**src/rtl/pcpi_initiator_pkg.sv**
```systemverilog
// Shared state encoding, PCPI instruction constants and defaults for the
// CPU-side PCPI initiator.
package pcpi_initiator_pkg;

  typedef enum logic [1:0] {
    ST_IDLE  = 2'b00,
    ST_ISSUE = 2'b01,
    ST_RESP  = 2'b10
  } pcpi_state_e;

  localparam logic [6:0] PCPI_OPCODE = 7'b0110011;
  localparam logic [6:0] PCPI_FUNCT7 = 7'b0000001;

  typedef enum logic [2:0] {
    PCPI_OP_MUL    = 3'b000,
    PCPI_OP_MULH   = 3'b001,
    PCPI_OP_MULHSU = 3'b010,
    PCPI_OP_MULHU  = 3'b011,
    PCPI_OP_DIV    = 3'b100
  } pcpi_funct3_e;

  localparam int DEFAULT_TIMEOUT_CYCLES = 64;
  localparam int DEFAULT_CNT_W          = 16;

  // True when the word decodes as one of the co-processor operations.
  function automatic logic is_pcpi_insn(input logic [31:0] insn);
    return (insn[6:0] == PCPI_OPCODE) && (insn[31:25] == PCPI_FUNCT7) &&
           (insn[14:12] <= 3'b100);
  endfunction

endpackage

```
**src/rtl/pcpi_initiator_timeout_counter.sv**
```systemverilog
// Abort timer for an outstanding PCPI request: loaded on issue, reloaded while
// the co-processor signals busy, and flags expiry on the last silent cycle.
module pcpi_initiator_timeout_counter
  import pcpi_initiator_pkg::*;
#(
  parameter int TIMEOUT_CYCLES = DEFAULT_TIMEOUT_CYCLES
) (
  input  logic clk,
  input  logic rst,
  input  logic load,
  input  logic run,
  input  logic busy,
  output logic expired
);

  localparam int CW = (TIMEOUT_CYCLES < 2) ? 1 : $clog2(TIMEOUT_CYCLES + 1);

  generate
    if (TIMEOUT_CYCLES == 0) begin : g_off
      logic unused_s;
      assign unused_s = ^{clk, rst, load, run, busy};
      assign expired  = 1'b0;
    end else begin : g_on
      localparam logic [CW-1:0] LOAD_VAL = CW'(TIMEOUT_CYCLES);
      localparam logic [CW-1:0] LAST_VAL = CW'(1);

      logic [CW-1:0] cnt_r;

      // Remaining silent cycles before the request is abandoned
      always_ff @(posedge clk or negedge rst) begin
        if (!rst) begin
          cnt_r <= {CW{1'b0}};
        end else if (load || (run && busy)) begin
          cnt_r <= LOAD_VAL;
        end else if (run && (cnt_r != {CW{1'b0}})) begin
          cnt_r <= cnt_r - LAST_VAL;
        end else begin
          cnt_r <= cnt_r;
        end
      end

      // A busy cycle restarts the budget, so it can never be the expiring one.
      assign expired = run && !busy && (cnt_r == LAST_VAL);
    end
  endgenerate

endmodule

```
**src/rtl/pcpi_initiator.sv**
```systemverilog
// CPU-side PCPI initiator: takes one host command, drives the PCPI request,
// returns the co-processor result (or a timeout) and keeps saturating statistics.
module pcpi_initiator
  import pcpi_initiator_pkg::*;
#(
  parameter int TIMEOUT_CYCLES = DEFAULT_TIMEOUT_CYCLES,
  parameter int CNT_W          = DEFAULT_CNT_W
) (
  input  logic             clk,
  input  logic             rst,
  input  logic             cmd_valid,
  output logic             cmd_ready,
  input  logic [31:0]      cmd_insn,
  input  logic [31:0]      cmd_rs1,
  input  logic [31:0]      cmd_rs2,
  output logic             pico_valid,
  output logic [31:0]      pico_insn,
  output logic [31:0]      pico_rs1,
  output logic [31:0]      pico_rs2,
  input  logic             pico_wr,
  input  logic [31:0]      pico_rd,
  input  logic             pico_wait,
  input  logic             pico_ready,
  output logic             rsp_valid,
  input  logic             rsp_ready,
  output logic             rsp_wr,
  output logic [31:0]      rsp_data,
  output logic             rsp_timeout,
  output logic [CNT_W-1:0] cnt_done,
  output logic [CNT_W-1:0] cnt_tmo
);

  localparam logic [CNT_W-1:0] CNT_MAX = {CNT_W{1'b1}};
  localparam logic [CNT_W-1:0] CNT_ONE = CNT_W'(1);

  pcpi_state_e state_r;
  pcpi_state_e next_state_s;
  logic        accept_s;
  logic        complete_s;
  logic        abort_s;
  logic        expired_s;

  pcpi_initiator_timeout_counter #(
    .TIMEOUT_CYCLES(TIMEOUT_CYCLES)
  ) u_timeout (
    .clk    (clk),
    .rst    (rst),
    .load   (accept_s),
    .run    (state_r == ST_ISSUE),
    .busy   (pico_wait),
    .expired(expired_s)
  );

  // Next-state and event decode; pico_ready takes priority over expiry
  always_comb begin
    next_state_s = state_r;
    accept_s     = 1'b0;
    complete_s   = 1'b0;
    abort_s      = 1'b0;
    case (state_r)
      ST_IDLE: begin
        if (cmd_valid && cmd_ready) begin
          accept_s     = 1'b1;
          next_state_s = ST_ISSUE;
        end else begin
          next_state_s = ST_IDLE;
        end
      end
      ST_ISSUE: begin
        if (pico_ready) begin
          complete_s   = 1'b1;
          next_state_s = ST_RESP;
        end else if (expired_s) begin
          abort_s      = 1'b1;
          next_state_s = ST_RESP;
        end else begin
          next_state_s = ST_ISSUE;
        end
      end
      ST_RESP: begin
        if (rsp_ready) begin
          next_state_s = ST_IDLE;
        end else begin
          next_state_s = ST_RESP;
        end
      end
      default: begin
        next_state_s = ST_IDLE;
      end
    endcase
  end

  // FSM state register
  always_ff @(posedge clk or negedge rst) begin
    if (!rst) begin
      state_r <= ST_IDLE;
    end else begin
      state_r <= next_state_s;
    end
  end

  // Handshake flags are registered copies of the state being entered, so
  // pico_valid drops on the same edge that samples pico_ready.
  always_ff @(posedge clk or negedge rst) begin
    if (!rst) begin
      cmd_ready  <= 1'b0;
      pico_valid <= 1'b0;
      rsp_valid  <= 1'b0;
    end else begin
      cmd_ready  <= (next_state_s == ST_IDLE);
      pico_valid <= (next_state_s == ST_ISSUE);
      rsp_valid  <= (next_state_s == ST_RESP);
    end
  end

  // Request payload, held stable for the whole ISSUE phase
  always_ff @(posedge clk or negedge rst) begin
    if (!rst) begin
      pico_insn <= 32'h0000_0000;
      pico_rs1  <= 32'h0000_0000;
      pico_rs2  <= 32'h0000_0000;
    end else if (accept_s) begin
      pico_insn <= cmd_insn;
      pico_rs1  <= cmd_rs1;
      pico_rs2  <= cmd_rs2;
    end else begin
      pico_insn <= pico_insn;
      pico_rs1  <= pico_rs1;
      pico_rs2  <= pico_rs2;
    end
  end

  // Response capture; rd is only meaningful when the co-processor writes
  always_ff @(posedge clk or negedge rst) begin
    if (!rst) begin
      rsp_wr      <= 1'b0;
      rsp_data    <= 32'h0000_0000;
      rsp_timeout <= 1'b0;
    end else if (complete_s) begin
      rsp_wr      <= pico_wr;
      rsp_data    <= pico_wr ? pico_rd : 32'h0000_0000;
      rsp_timeout <= 1'b0;
    end else if (abort_s) begin
      rsp_wr      <= 1'b0;
      rsp_data    <= 32'h0000_0000;
      rsp_timeout <= 1'b1;
    end else begin
      rsp_wr      <= rsp_wr;
      rsp_data    <= rsp_data;
      rsp_timeout <= rsp_timeout;
    end
  end

  // Saturating completion / timeout statistics
  always_ff @(posedge clk or negedge rst) begin
    if (!rst) begin
      cnt_done <= {CNT_W{1'b0}};
      cnt_tmo  <= {CNT_W{1'b0}};
    end else begin
      if (complete_s && (cnt_done != CNT_MAX)) begin
        cnt_done <= cnt_done + CNT_ONE;
      end else begin
        cnt_done <= cnt_done;
      end
      if (abort_s && (cnt_tmo != CNT_MAX)) begin
        cnt_tmo <= cnt_tmo + CNT_ONE;
      end else begin
        cnt_tmo <= cnt_tmo;
      end
    end
  end

endmodule

```
**config.mk**
```make
export PLATFORM = sky130hd
export DESIGN_NAME = pcpi_initiator
export DESIGN_NICKNAME = d
export VERILOG_FILES = /design/src/rtl/pcpi_initiator_pkg.sv /design/src/rtl/pcpi_initiator_timeout_counter.sv /design/src/rtl/pcpi_initiator.sv
export SDC_FILE = /design/constraint.sdc
export NUM_CORES = 1
export LEC_CHECK = 0
export ABC_AREA = 1
export CORE_UTILIZATION = 44
export DETAILED_ROUTE_END_ITERATION = 16
export MAX_ROUTING_LAYER = met4
export PLACE_DENSITY = 0.81
export SLEW_MARGIN = 20
export SYNTH_ARGS = -nofsm -noshare
export SYNTH_HDL_FRONTEND = slang
export SYNTH_SLANG_ARGS = --single-unit
```
**constraint.sdc**
```tcl
create_clock -name clk -period 2 [get_ports clk]
set_input_delay 0.5 -clock clk [delete_from_list [all_inputs] [get_ports clk]]
set_output_delay 0.5 -clock clk [all_outputs]
set_load 0.05 [all_outputs]
```
==> flow_metrics.tcl, run 1 <==
set metrics [dict create \
    p_switching_mw 9.448 \
    synth_xor_area_frac 0.01857 \
    gp_congestion 0.8484 \
    startpoint_type "flop" \
    rrSetupSlack_ns 0.29 \
    crit_chain "dlygate4sd2_1" \
    cts_tree "built" \
    avgSynthCellArea_sq_um 10.47 \
    violations "negative hold slack" \
    postSynthCellCount 721 \
    place_hpwl_um 15370 \
    combinationalPowerShare 0.545 \
    worst_pin_slew_ns 0.5605 \
    required_ns 1.50 \
    clock_latency_ns 0.43 \
    grt_usage 0.2443 \
    critical_path.max_stage_delay_ns 0.54 \
    start_util 0.4534 \
    h-tree-depth 4 \
    die_x_um 133.0 \
    syn-cell-area_sq_um 7546 \
    yosysWarnings 0 \
    dieArea_sq_um 17680 \
    cts_buffers 17 \
    relSlewSlack 0.6263 \
    setup_viol 0 \
    drtAntennaViolNets 0 \
    diodes 0 \
    rsz0062_at_grt "no" \
    fin_crit_sh 0.9207 \
    port_buffers 299 \
    whs_ns -0.002121 \
    worstReg2RegStart "cnt_done[0]" \
    synthMuxAreaShare 0.1433 \
    drc_errors 0 \
    hold_path.class "in -> async" \
    critical_path_class "reg -> out" \
    synth_nets 860 \
    routed_wl_um 20360 \
    tns_ns 0 \
    ys_types 29 \
    core_area_sq_um 16640 \
    cpMaxStageDelayCell "dlygate4sd2_1" \
    worstPathArrival_ns 1.34 \
    drt_first_pass_iters 5 \
    place_ws_ns 0.06516 \
    cp-end-kind "output pin" \
    cts-hold-fix-buffers 0 \
    grt_max_degree 49 \
    synthFlopType "dfrtp_1" \
    skew_ns 0.01336 \
    grt_antenna_before_repair 0 \
    postLayoutCoreUtil 0.6678 \
    worstSetupEndpoint "rsp_data[11]" \
    slew_viol_final 0 \
    grt_pass1_vias 6198 \
    cp-startpoint "rsp_data[11]" \
    fp-row-count 47 \
    switching_share 0.4838 \
    cp_num_buf_inv 1 \
    grt_pass1_wl_um 32240 \
    viasPerCell 4.897 \
    synth_compound_area_frac 0.01443 \
    r2r-end "cnt_done[2]" \
    crit_fanout 2 \
    cts_buffer_depth 2 \
    power.internal_mw 10.08 \
    cap_violations 0 \
    min_period_ns 1.841 \
    seq_area_frac_synth 0.5770 \
    nNetsFinal 1176 \
    path_delay_family "buffers and inverters" \
    syn_to_final_growth_pct 47.29 \
    outcome "finished, violations left" \
    layout_commonest_cell "nand2_1" \
    synth_enable_flop_cells 0 \
    root_buffer "clkbuf_16" \
    p_seq_frac 0.298 \
    grt.overflow.total 0 \
    hold_viol 1 \
    peakVddDrop_mv 1.025 \
    fmax_mhz 543.0 \
    clock-sinks 174 \
    ios 300 \
    die_h_um 133.0 \
    synth_top_family_by_area "simple AND/OR/NAND/NOR gates" \
    drive_above_1_share 0.2762 \
    synthArstFlopShare 1.000 \
    drtIter0Drc 340 \
    finalWorstSetupSlack_ns 0.1585 \
    powerDensity_nw_per_um2 1757 \
    synth_fa_ha_area_frac 0.006632 \
    wl_per_cell_um 16.03 \
    timing.reg2reg.worst_path_depth 6 \
    clk_pin_slew_ns 0.07 \
    cp_num_cells 1 \
    p_clk_frac 0.157 \
    ys_seq_elements 174 \
    most-common-layout-cells "225 x nand2_1, 174 x dfrtp_1, 133 x clkdlybuf4s50_1, 129 x buf_4, 96 x mux2_2" \
    synth-simple-area-share 0.1996 \
    leakage_nw 5.400 \
    vias 6219 \
    finalPower_mw 19.53 \
]
[flip-flops by register name (all words and copies together) (netlist names)]
name                  count
pico_insn                32
pico_rs1                 32
pico_rs2                 32
rsp_data                 32
cnt_done                 16
cnt_tmo                  16
u_timeout.g_on.cnt_r      7
state_r                   2
cmd_ready                 1
pico_valid                1
rsp_timeout               1
rsp_valid                 1
rsp_wr                    1
[how the worst min path moves through the flow]
stage | endpoint | slack, ns | from
6_report | pico_rs2[31] | -0.002 | rst
5_1_grt | pico_rs2[31] | 0.02 | rst
4_1_cts | pico_rs2[31] | 0.01 | rst
3_5_place_dp | pico_rs2[31] | 0.47 | rst
3_3_place_gp | rsp_timeout | 0.47 | rsp_timeout
2_1_floorplan | cmd_ready | 0.20 | rst
[final cells by class]
type                            count  area, sq um
Clock buffer                       19        432.9
Clock inverter                     13        112.6
Fill cell                        1341         5528
Inverter                           37        138.9
Multi-Input combinational cell    486         2892
Sequential cell                   174         4354
Tap cell                          220        275.3
Timing Repair Buffer              321         2909
[kinds of logic (layout without fill, tap and decap cells)]
logic type / count (synthesis) / after routing
flip-flops: 174 / 174
AND/OR/NAND/NOR: 349 / 349
multiplexers: 96 / 96
adder cells (fa/ha/maj): 4 / 4
buffers and inverters: 61 / 390
AO/OA/AOI/OAI: 21 / 21
XOR/XNOR: 16 / 16
[routing by layer]
metal | routed length (um) | vias to the layer above | global-route usage
met1 | 8095 | 2971 | 0.2864
met5 | 0 | - | -
met3 | 1434 | 34 | 0.05709
met2 | 10270 | 244 | 0.4049
met4 | 561 | 0 | 0.09706
li1 | - | 2970 | -
[Yosys cell counts (3+ instances only)]
library cell,n,area (sq um)
buf_1,3,11.26
buf_2,13,65.06
buf_6,6,67.56
dfrtp_1,174,4354
ha_1,4,50.05
inv_1,32,120.1
inv_2,5,18.77
mux2_2,96,1081
nand2_1,225,844.6
nand2_2,8,50.05
nand3_1,50,250.2
nand3b_1,3,22.52
nand4_1,7,43.79
nor2_1,42,157.7
nor2_2,3,18.77
nor2_4,4,45.04
o21ai_0,16,80.08
o21ai_1,3,15.01
xnor2_1,9,78.83
xor2_1,7,61.31
[power groups by stage]
stage | Sequential, mW | Combinational, mW | Clock [mW]
finish | 5.83 | 10.6 | 3.07
floorplan | 10.7 | 2.45 | 0
CTS | 5.83 | 10.7 | 3.14
detailed placement | 5.88 | 11.0 | 0
global placement | 5.81 | 10.9 | 0
global route | 6.00 | 11.1 | 3.28
[what timing repair did]
action | in CTS | in global routing
gates resized for setup | 50 | 0
setup endpoints to repair | 50 | 0
buffers inserted | 0 | 0
[through the flow]
step           cell area [sq um]  instances
6_report                   11110       1270
2_1_floorplan               7546        721
3_5_place_dp               10630       1238
3_3_place_gp               10630       1238
4_1_cts                    11110       1270
5_1_grt                    11110       1270
Power figures use the tool's default switching activity.
==> run 2: changes to the inputs <==
==> constraint.sdc (replaced) <==
create_clock -name clk -period 1.7 [get_ports clk]
set_input_delay 0.17 -clock clk [delete_from_list [all_inputs] [get_ports clk]]
set_output_delay 0.17 -clock clk [all_outputs]
set_load 0.05 [all_outputs]
==> flow_metrics.tcl, run 2 (synthesis gave the netlist of run 1 again) <==
set metrics [dict create \
    rrSetupSlack_ns 0.13 \
    worstPathArrival_ns 1.86 \
    nNetsFinal 1171 \
    grt.overflow.total 0 \
    combinationalPowerShare 0.527 \
    ios 300 \
    place_ws_ns 0.05180 \
    slew_viol_final 0 \
    wl_per_cell_um 16.07 \
    critical_path_class "reg -> reg" \
    p_clk_frac 0.183 \
    vias 6196 \
    fin_crit_sh 0.9215 \
    startpoint_type "flop" \
    finalWorstSetupSlack_ns 0.1335 \
    die_h_um 133.0 \
    fin_area_sq_um 11230 \
    most-common-layout-cells "225 x nand2_1, 170 x dfrtp_1, 133 x clkdlybuf4s50_1, 98 x buf_4, 96 x mux2_2" \
    start_util 0.4534 \
    drive_above_1_share 0.2545 \
    finalPower_mw 23.46 \
    grt_pass1_vias 6187 \
    drc_errors 0 \
    drt_first_pass_iters 4 \
    tns_ns 0 \
    grt_pass1_wl_um 32150 \
    syn_to_final_growth_pct 48.81 \
    fmax_mhz 638.4 \
    cap_violations 0 \
    power.internal_mw 12.36 \
    cp-end-kind "flop" \
    cts_buffers 17 \
    worst_pin_slew_ns 0.5422 \
    routed_wl_um 20330 \
    cpMostUsedCell "nand2_1" \
    gp_congestion 0.8333 \
    post_dp_cell_area_sq_um 10640 \
    outcome "completed" \
    die_x_um 133.0 \
    critical_path.max_stage_delay_ns 0.44 \
    required_ns 1.99 \
    final_cells 1265 \
    grt_antenna_before_repair 0 \
    root_buffer "clkbuf_16" \
    peakVddDrop_mv 1.361 \
    min_period_ns 1.566 \
    h-tree-depth 4 \
    grt_max_degree 57 \
    clock_latency_ns 0.43 \
    viasPerCell 4.898 \
    powerDensity_nw_per_um2 2090 \
    hold_path.class "in -> async" \
    crit_fanout 15 \
    hold_viol 0 \
    cpMaxStageDelayCell "dfrtp_2" \
    switching_share 0.4731 \
    path_delay_family "simple AND/OR/NAND/NOR gates" \
    clk_pin_slew_ns 0.07 \
    leakage_nw 5.448 \
    rsz0062_at_grt "no" \
    p_seq_frac 0.291 \
    drtAntennaViolNets 0 \
    place_hpwl_um 15160 \
    setup_viol 0 \
    port_buffers 299 \
    cp_num_buf_inv 0 \
    drtIter0Drc 289 \
    diodes 0 \
    cts_tree "built" \
    dieArea_sq_um 17680 \
    dp_cells 1231 \
    skew_ns 0.01343 \
    core_area_sq_um 16640 \
    clock-sinks 174 \
    cts_buffer_depth 2 \
    p_switching_mw 11.10 \
    fp-row-count 47 \
    crit_chain "ha_1 > nand2_1 > nor2_1 > nand2_1 > nor2_2 > nor2_4 > o21ai_0" \
    relSlewSlack 0.6400 \
    grt_usage 0.2443 \
    layout_commonest_cell "nand2_1" \
]
-- run 2: cell count changes in the layout (fill, tap and decap cells not counted), moves of 2 or more --
cell           delta
buf_4            -31
dlygate4sd2_1    +24
bufinv_16         +4
clkinv_4          -4
dfrtp_1           -4
dfrtp_2           +4
inv_6             +3
inv_8             +3
clkinv_2          -2
clkinvlp_4        -2
-- run 2: final cells by class --
type / count / area, sq um
Timing Repair Buffer: 316 / 2917
Tap cell: 220 / 275.3
Fill cell: 1306 / 5413
Sequential cell: 174 / 4359
Multi-Input combinational cell: 486 / 2894
Clock buffer: 18 / 429.2
Clock inverter: 14 / 216.5
Inverter: 37 / 138.9
-- run 2: path summary, 6_finish.rpt --
kind,startpoint,to,depth (start not counted)
hold reg to reg,rsp_data[26],rsp_data[26],2
setup reg to reg,cnt_done[0],cnt_done[4],7
setup / recovery,cnt_done[0],cnt_done[4],7
max in group asynchronous,rst,cnt_done[0],3
hold / removal,rst,pico_rs1[21],2
min in group clk,pico_rd[31],rsp_data[31],3
-- run 2: routing by layer --
layer,GRT usage,share of wire,routed length [um]
met1,0.2832,0.40,8081
met2,0.4101,0.51,10410
met3,0.05479,0.066,1336
met4,0.09770,0.025,501
met5,-,0,0
-- run 2: stage by stage --
step           hold slack [ns]  utilization
2_1_floorplan          -0.1256            -
5_1_grt                 0.2481       0.6748
3_5_place_dp            0.1232       0.6396
6_report                0.2291       0.6748
3_3_place_gp            0.1216       0.6396
4_1_cts                 0.2233       0.6734
-- run 2: what timing repair did --
action | in CTS | in global routing
setup endpoints to repair | 74 | 16
setup buffers | 0 | 1
pin swaps | 0 | 2
hold endpoints to repair | 39 | 0
hold buffers | 1 | 0
resized for setup | 74 | 1
-- run 2: power by group through the flow --
stage / Clock [mW] / Sequential (mW) / Combinational, mW
final: 4.28 / 6.82 / 12.4
after global routing: 4.52 / 7.03 / 12.9
after CTS: 4.36 / 6.83 / 12.4
after detailed placement: 0 / 6.92 / 13.0
after global placement: 0 / 6.84 / 12.9
after floorplan: 0 / 12.6 / 2.88
==> run 3: changes to the inputs <==
--- a/config.mk
+++ b/config.mk
@@ -8,6 +8,7 @@
 export ABC_AREA = 1
 export CORE_UTILIZATION = 44
 export DETAILED_ROUTE_END_ITERATION = 16
+export GPL_TIMING_DRIVEN = 0
 export MAX_ROUTING_LAYER = met4
 export PLACE_DENSITY = 0.81
 export SLEW_MARGIN = 20
==> flow_metrics.tcl, run 3 (synthesis gave the netlist of run 1 again) <==
set metrics [dict create \
    outcome "completed" \
    min_period_ns 1.623 \
    holdCritStartpoint "pico_rd[15]" \
    clock-sinks 174 \
    fp-row-count 47 \
    grt_pass1_wl_um 32980 \
    most-common-layout-cells "224 x nand2_1, 170 x dfrtp_1, 165 x dlygate4sd2_1, 133 x clkdlybuf4s50_1, 96 x mux2_2" \
    h-tree-depth 4 \
    start_util 0.4534 \
    drtIter0Drc 285 \
    whs_ns 0.2795 \
    peakVddDrop_mv 1.057 \
    grt_antenna_before_repair 0 \
    critical_path_class "reg -> out" \
    cts_tree "built" \
    syn_to_final_growth_pct 49.44 \
    required_ns 1.53 \
    nNetsFinal 1182 \
    cp_num_cells 1 \
    cp-startpoint "cnt_done[2]" \
    startpoint_type "flop" \
    finalWorstSetupSlack_ns 0.07725 \
    cp_num_buf_inv 1 \
    cap_violations 0 \
    port_buffers 299 \
    worstPathArrival_ns 1.45 \
    clk_pin_slew_ns 0.07 \
    clock_latency_ns 0.42 \
    cp-end-kind "output pin" \
    grt_usage 0.2507 \
    viasPerCell 4.818 \
    path_delay_family "buffers and inverters" \
    skew_ns 0.01201 \
    worst_pin_slew_ns 0.6036 \
    vias 6152 \
    post_dp_cell_area_sq_um 10850 \
    crit_chain "dlygate4sd2_1" \
    dieArea_sq_um 17680 \
    postLayoutCoreUtil 0.6776 \
    cpMaxStageDelayCell "dlygate4sd2_1" \
    finalPower_mw 22.62 \
    grt_max_degree 95 \
    fillers 1376 \
    rsz0062_at_grt "no" \
    ios 300 \
    hold_depth 3 \
    relSlewSlack 0.5976 \
    place_hpwl_um 15520 \
    drc_errors 0 \
    core_area_sq_um 16640 \
    critical_path.max_stage_delay_ns 0.56 \
    root_buffer "clkbuf_16" \
    gp_congestion 0.8818 \
    setup_viol 0 \
    die_h_um 133.0 \
    hold_viol 0 \
    tns_ns 0 \
    hold_path.class "in -> reg" \
    drive_above_1_share 0.1780 \
    fin_area_sq_um 11280 \
    final_cells 1277 \
    drtAntennaViolNets 0 \
    cts_buffer_depth 2 \
    worstReg2RegStart "cnt_done[0]" \
    die_x_um 133.0 \
    drt_first_pass_iters 4 \
    grt.overflow.total 0 \
    grt_pass1_vias 6289 \
    fmax_mhz 616.2 \
    slew_viol_final 0 \
    crit_fanout 7 \
    routed_wl_um 20650 \
    place_ws_ns -0.3033 \
    cts_buffers 17 \
    leakage_nw 5.561 \
    fin_crit_sh 0.9546 \
    dp_cells 1241 \
    timing.reg2reg.worst_path_depth 9 \
    layout_commonest_cell "nand2_1" \
    wl_per_cell_um 16.17 \
    powerDensity_nw_per_um2 2006 \
]
## run 3: changes by cell type in the layout (fill, tap and decap cells not counted), sizes merged
cell / delta
buf: -80
bufinv: -3
clkinv: +6
clkinvlp: +1
diode: +1
dlygate4sd2: +91
inv: -4
## run 3: routing by layer
layer	track usage	wire [um]
met5	-	0
met4	0.09642	520
met3	0.05939	1283
met2	0.4273	10490
met1	0.2843	8351
## run 3: repair_timing
| item | CTS | global route |
|---|---|---|
| buffers inserted | 0 | 2 |
| resized for setup | 167 | 8 |
| hold endpoints to repair | 80 | 0 |
| hold buffers | 1 | 0 |
| gates cloned | 0 | 0 |
| endpoints found under the setup margin | 175 | 33 |
| pin swaps | 0 | 2 |
## run 3: final cells by class
type                            instances  area, sq um  share of cell area
Buffer                                 24        175.2             0.01553
Inverter                               37        138.9             0.01232
Timing Repair Buffer                  303         2844              0.2522
Tap cell                              220        275.3             0.02441
Clock buffer                           18        439.2             0.03894
Sequential cell                       174         4359              0.3866
Clock inverter                         14        130.1             0.01154
Antenna cell                            1        2.502           0.0002219
Multi-Input combinational cell        486         2913              0.2583
## run 3: path summary, 6_finish.rpt
check	endpoint	slack, ns
setup / recovery	cnt_done[2]	0.08
hold reg to reg	rsp_data[28]	0.49
min in group asynchronous	pico_insn[0]	0.34
setup reg to reg	cnt_done[12]	0.11
hold / removal	rsp_data[15]	0.28
max in group asynchronous	cnt_done[1]	0.44
## run 3: power breakdown
group / switching [mW] / internal [mW] / total, mW
clock network: 1.70 / 2.08 / 3.78
registers: 0.868 / 5.88 / 6.75
logic: 8.48 / 3.61 / 12.1
## run 3: tightest hold or removal path: stages
cell and delay, ns:
clkdlybuf4s50_1 0.39, nand2_1 0.06, nand2_1 0.04
